**src/rtl/estimador_sched_pkg.sv**
```systemverilog
// Shared types and constants for the estimador operand scheduler.
package estimador_sched_pkg;

    // Number of requesters the scheduler is built for.
    localparam int NUM_REQ = 3;

    // Arbitration mode FSM.
    typedef enum logic {
        S_RR  = 1'b0,
        S_SEQ = 1'b1
    } state_t;

    // Requester index; value 3 is never produced.
    typedef logic [1:0] sel_t;

    // Successor of a requester index, modulo NUM_REQ.
    function automatic sel_t next_idx(input sel_t idx);
        return (idx == 2'd2) ? 2'd0 : idx + 2'd1;
    endfunction

endpackage

```
**src/rtl/estimador_rr_pick.sv**
```systemverilog
// Round-robin search: first valid requester strictly after last_grant, mod 3.
module estimador_rr_pick
    import estimador_sched_pkg::*;
(
    input  logic [1:0] last_grant,
    input  logic [2:0] valid,
    output logic [1:0] idx,
    output logic       found
);

    sel_t cand;

    // Walk the three candidates in priority order, keeping the first hit.
    always_comb begin
        // NOTE: every output of a combinational block gets a default first,
        // otherwise an unassigned path would infer a latch.
        idx   = '0;
        found = 1'b0;
        cand  = last_grant;
        for (int k = 0; k < NUM_REQ; k++) begin
            cand = next_idx(cand);
            if (!found && valid[cand]) begin
                idx   = cand;
                found = 1'b1;
            end
        end
    end

endmodule

```
**src/rtl/estimador_operand_sched.sv**
```systemverilog
// Three-way operand scheduler with round-robin or strict 0->1->2 sequencing
// and a one-deep registered output stage.
// Optional macro ESTIMADOR_SCHED_STATS_EN adds saturating per-requester
// grant counters (grant_cnt0..2).
module estimador_operand_sched
    import estimador_sched_pkg::*;
#(
    parameter int DATA_W = 21,
    parameter int N_REQ  = 3
) (
    input  logic              ap_clk,
    input  logic              ap_rst,
    input  logic [DATA_W-1:0] req_data0,
    input  logic [DATA_W-1:0] req_data1,
    input  logic [DATA_W-1:0] req_data2,
    input  logic [N_REQ-1:0]  req_valid,
    output logic [N_REQ-1:0]  req_ready,
    input  logic              seq_mode,
    output logic [DATA_W-1:0] out_data,
    output logic [1:0]        out_sel,
    output logic              out_valid,
    input  logic              out_ready,
    output logic              frame_done,
    output logic              busy
`ifdef ESTIMADOR_SCHED_STATS_EN
    ,
    output logic [15:0]       grant_cnt0,
    output logic [15:0]       grant_cnt1,
    output logic [15:0]       grant_cnt2
`endif
);

    state_t            state_q, state_d;
    sel_t              last_grant_q;
    sel_t              exp_idx_q, exp_idx_d;
    sel_t              exp_eff;
    sel_t              rr_idx;
    logic              rr_found;
    sel_t              grant_idx;
    logic              grant_found;
    logic              load_en;
    logic              xfer;
    logic [DATA_W-1:0] grant_data;

    // The output stage can take a new operand when empty or draining now.
    assign load_en = !out_valid || out_ready;

    // Until the FSM has registered S_SEQ, sequencing starts from index 0.
    assign exp_eff = (state_q == S_SEQ) ? exp_idx_q : 2'd0;

    estimador_rr_pick u_rr_pick (
        .last_grant (last_grant_q),
        .valid      (req_valid),
        .idx        (rr_idx),
        .found      (rr_found)
    );

    // Mode FSM next state and grant selection; seq_mode takes effect at once.
    always_comb begin
        state_d     = state_q;
        exp_idx_d   = exp_idx_q;
        grant_idx   = rr_idx;
        grant_found = rr_found;
        case (state_q)
            S_RR: begin
                if (seq_mode) begin
                    state_d = S_SEQ;
                end
                exp_idx_d = 2'd0;
            end
            S_SEQ: begin
                if (!seq_mode) begin
                    state_d   = S_RR;
                    exp_idx_d = 2'd0;
                end
            end
            default: state_d = S_RR;
        endcase
        if (seq_mode) begin
            grant_idx   = exp_eff;
            grant_found = req_valid[exp_eff];
            exp_idx_d   = (grant_found && load_en) ? next_idx(exp_eff) : exp_eff;
        end
    end

    // One-hot ready for the granted requester, held low through reset.
    always_comb begin
        req_ready = '0;
        if (!ap_rst && load_en && grant_found) begin
            req_ready[grant_idx] = 1'b1;
        end
    end

    assign xfer = |(req_valid & req_ready);

    // Operand mux for the granted requester.
    always_comb begin
        case (grant_idx)
            2'd0:    grant_data = req_data0;
            2'd1:    grant_data = req_data1;
            2'd2:    grant_data = req_data2;
            default: grant_data = '0;
        endcase
    end

    // FSM state and sequencing pointer.
    always_ff @(posedge ap_clk) begin
        // NOTE: sequential state uses non-blocking assignments so every
        // register samples pre-edge values regardless of statement order.
        if (ap_rst) begin
            state_q   <= S_RR;
            exp_idx_q <= 2'd0;
        end else begin
            state_q   <= state_d;
            exp_idx_q <= exp_idx_d;
        end
    end

    // Output stage, round-robin history and frame pulse.
    always_ff @(posedge ap_clk) begin
        if (ap_rst) begin
            out_valid    <= 1'b0;
            out_data     <= '0;
            out_sel      <= 2'd0;
            frame_done   <= 1'b0;
            last_grant_q <= 2'd2;
        end else begin
            if (xfer) begin
                out_data     <= grant_data;
                out_sel      <= grant_idx;
                out_valid    <= 1'b1;
                last_grant_q <= grant_idx;
            end else if (out_ready) begin
                out_valid <= 1'b0;
            end
            frame_done <= xfer && seq_mode && (grant_idx == 2'd2);
        end
    end

    assign busy = out_valid || (|req_valid);

`ifdef ESTIMADOR_SCHED_STATS_EN
    logic [15:0] grant_cnt [NUM_REQ];

    // Per-requester transfer counters, saturating at all-ones.
    always_ff @(posedge ap_clk) begin
        // NOTE: this small counter array is reset explicitly; a wide storage
        // array would normally be left unreset and qualified by a valid bit.
        if (ap_rst) begin
            for (int i = 0; i < NUM_REQ; i++) begin
                grant_cnt[i] <= '0;
            end
        end else begin
            for (int i = 0; i < NUM_REQ; i++) begin
                if (req_valid[i] && req_ready[i] && grant_cnt[i] != 16'hFFFF) begin
                    grant_cnt[i] <= grant_cnt[i] + 16'd1;
                end
            end
        end
    end

    assign grant_cnt0 = grant_cnt[0];
    assign grant_cnt1 = grant_cnt[1];
    assign grant_cnt2 = grant_cnt[2];
`endif

endmodule

```
**config.mk**
```make
export PLATFORM = sky130hd
export DESIGN_NAME = estimador_operand_sched
export DESIGN_NICKNAME = d
export VERILOG_FILES = /design/src/rtl/estimador_sched_pkg.sv /design/src/rtl/estimador_rr_pick.sv /design/src/rtl/estimador_operand_sched.sv
export SDC_FILE = /design/constraint.sdc
export NUM_CORES = 1
export LEC_CHECK = 0
export BUFFER_PORTS_ARGS = -buffer_cell sky130_fd_sc_hd__buf_2
export CORE_MARGIN = 5
export CORE_UTILIZATION = 40
export CTS_BUF_LIST = sky130_fd_sc_hd__clkbuf_2 sky130_fd_sc_hd__clkbuf_4 sky130_fd_sc_hd__clkbuf_8
export CTS_CLUSTER_SIZE = 8
export DETAILED_ROUTE_END_ITERATION = 6
export GPL_ROUTABILITY_DRIVEN = 0
export PLACE_DENSITY = 0.74
export SKIP_CTS_REPAIR_TIMING = 1
export SYNTH_ARGS = -nofsm -noshare
export SYNTH_HDL_FRONTEND = slang
export SYNTH_HIERARCHICAL = 1
export SYNTH_SLANG_ARGS = --single-unit
```
**constraint.sdc**
```tcl
create_clock -name ap_clk -period 4.02 [get_ports ap_clk]
set_input_delay 0 -clock ap_clk [delete_from_list [all_inputs] [get_ports ap_clk]]
set_output_delay 0 -clock ap_clk [all_outputs]
set_load 0.01 [all_outputs]
```
==> results.py <==
metrics = {
    "outcome": {
        "run_status": "complete, no violations",
    },
    "finish": {
        "postLayoutCellArea_mm2": 0.00230,
        "fraction_of_final_layout_cells_with_drive_strength_greater_than_1_pct": 39.9,
        "post_layout_net_count": 349,
        "mostFrequentLayoutCell": "buf_2",
        "diodes": 0,
        "area.growth.synth_to_final_pct": 30.4,
        "fraction_of_the_core_area_covered_by_cells_at_the_end_of_the_flow_pct": 53.2,
        "mostFrequentLayoutCells": "buf_2 (98), dfxtp_1 (29), a21oi_1 (24)",
    },
    "clock_tree": {
        "numClockSinks": 29,
        "number_of_buffers_inserted_during_clock_tree_synthesis": 5,
        "clock_root_buffer": "clkbuf_8",
        "cts_max_level": 2,
        "path_clk_slew_ns": 0.06,
        "cts_buffer_depth": 2,
        "worst_skew_pair.late_latency_ns": 0.27,
        "clock_tree_from_tritoncts": "built",
    },
    "drt": {
        "detailedRoute.firstIterationViolations": 68,
        "via_count": 1771,
        "detail_route.vias_per_cell": 5.37,
        "drt_wl_total_mm": 4.83,
        "drt_pass1_iterations": 4,
        "routedWlPerCell_um": 14.6,
        "detail-route-antenna-nets": 0,
        "drcViolationCount": 0,
    },
    "global_routing": {
        "grt_util_all_layers_pct": 16.2,
        "pin_count_of_the_biggest_net_entering_global_routing": 52,
        "grt_met2_usage_pct": 24.6,
        "antenna_found_initial": 0,
        "met3_usage_pct": 6.26,
        "grt.overflow.total": 0,
        "grt.met1_usage_pct": 21.0,
        "vias_in_the_first_global_route": 1618,
        "grt_most_used_layer": "met2",
        "grt_pass1_wl_mm": 7.80,
    },
    "placement": {
        "dpl_cell_area_mm2": 0.00223,
        "placement.io_buffers": 98,
        "detailed_place_hpwl_mm": 3.51,
        "post-place-ws_ns": 1.76,
    },
    "critical_path": {
        "number_of_buffers_and_inverters_on_the_critical_path": 1,
        "critical_path.slowest_cell": "nand2_1",
        "cp-start-kind": "flop",
        "path_class": "flop to output pin",
        "worstPathMaxFanout": 23,
        "worstPathCellList": "nand2b_1, a22o_1, or3b_1, nand2_1, and2_1, buf_2",
        "critPathArrivalTime_ns": 2.33,
        "worstSetupEndpointType": "output pin",
        "slowest_delay_ns": 0.56,
        "required_worst_endpoint_ns": 4.02,
        "cp_top_family": "simple AND/OR/NAND/NOR gates",
    },
    "sta": {
        "final_setup_fails": 0,
        "fin_crit_sh_pct": 58.0,
        "setup_tns_ns": 0,
        "fin_hold_ws_ns": 0.0735,
        "finalHoldViolations": 0,
        "worst-slew-pin-transition_ns": 0.739,
        "final_critical_path_setup_slack_ns": 1.69,
        "report.final.slew_viol_count": 0,
        "timing.final.crit_period_ns": 2.33,
        "clock_skew_ns": 0.00322,
        "max_slew_headroom_pct": 50.6,
        "rsz0062_at_grt": "false",
        "maxClockFrequency_mhz": 429,
    },
    "pwr": {
        "power.internal_uw": 517,
        "pwr_density_cell_mw_per_mm2": 318,
        "max-vdd-ir-drop_uv": 184,
        "clock_power_share_pct": 29.1,
        "comb_power_share_pct": 27.2,
        "switching_power_uw": 214,
        "leakage_uw": 0.00104,
        "power.switching_fraction_pct": 29.2,
        "power_frac_seq_pct": 43.7,
    },
    "synth": {
        "syn-mean-instance-area_um2": 9.18,
        "yosys_register_bits": 29,
        "syn_area_mm2": 0.00176,
        "seq_area_frac_synth_pct": 32.9,
        "postSynthCellCount": 192,
        "synth_largest_type_area_fraction_pct": 32.9,
        "yosys.cell_types.count": 41,
        "synthesis.nets": 262,
        "netlist_top_cells_area": "dfxtp_1 (33%), mux2i_1 (12%), a2bb2oi_1 (10%)",
        "synth-edff-count": 0,
        "synth_largest_area_cell": "dfxtp_1",
        "yosys_most_used_dff": "dfxtp_1",
        "async_flop_share_pct": 0,
        "synth-warning-count": 6,
    },
    "floorplanning": {
        "die_height_um": 76.4,
        "core_area_mm2": 0.00432,
        "number_of_rows_created_at_floorplan": 24,
        "initial_core_util_pct": 40.8,
        "chipWidth_um": 76.4,
        "num_io_pins": 99,
        "die_area_mm2": 0.00583,
    },
    "job": {
        "number_of_maximum_capacitance_constraint_violations": 0,
    },
    "hold_path": {
        "hold_path_class": "primary input to flop",
    },
}
## state kept, by name (all words and copies together) (netlist names)
signal        flops
state_q           1
exp_idx_q         2
out_valid         1
last_grant_q      1
out_data         21
frame_done        1
out_sel           2
## Yosys cell counts (3+ instances only)
library cell  instances
dfxtp_1              29
a21oi_1              24
mux2i_1              22
a2bb2oi_1            21
a311oi_1             21
clkbuf_1              9
nor2_1                7
buf_2                 5
inv_1                 5
nand2_1               5
nor2b_1               4
buf_4                 3
o21ai_1               3
## final cells by class
type / instances / area, µm²
clock buffer: 5 / 68.8
timing repair buffer: 100 / 505
clock inverter: 1 / 5.00
tap: 52 / 65.1
inverter: 6 / 22.5
multi-input combinational: 137 / 1050
sequential: 29 / 581
fill: 441 / 2020
## worst reg2reg max path, stage by stage (launching register included)
cell,delay [ns]
dfxtp_1,0.34
nand2b_1,0.15
a22o_1,0.23
or3b_1,0.40
a21bo_2,0.22
nand3_1,0.08
buf_4,0.37
a21oi_1,0.13
a311oi_1,0.26
## cells by family after synthesis
logic type | after synthesis | synth area share, %
AOI/OAI and AO/OA | 83 | 36.5
DFF | 29 | 32.9
and+or+nand+nor | 31 | 10.1
muxes | 23 | 13.1
buffers and inverters | 26 | 7.38
## per-layer routing
layer,wire (µm),vias to the layer above
met4,65,0
met1,2070,760
met3,410,7
met2,2280,72
met5,0,-
li1,-,932
## metrics by stage
step                instances  total power [µW]
finish                    330               731
global placement          324               524
global route              330               779
floorplan                 192               458
detailed placement        324               526
CTS                       330               741
## power by group through the flow
| stage | clock network (µW) | registers [µW] | logic, µW |
|---|---|---|---|
| finish | 213 | 319 | 199 |
| global route | 236 | 322 | 222 |
| CTS | 220 | 319 | 201 |
| detailed placement | 0 | 325 | 201 |
| global placement | 0 | 325 | 200 |
| floorplan | 0 | 333 | 125 |
## final timing paths
check / startpoint / end / slack [ns] / cells after the start
setup / recovery: last_grant_q[1] / req_ready[2] / 1.69 / 6
hold reg to reg: out_data[9] / out_data[9] / 0.52 / 2
setup reg to reg: last_grant_q[1] / out_data[8] / 1.75 / 8
hold / removal: req_data2[12] / out_data[12] / 0.07 / 3
Power figures use the tool's default switching activity.
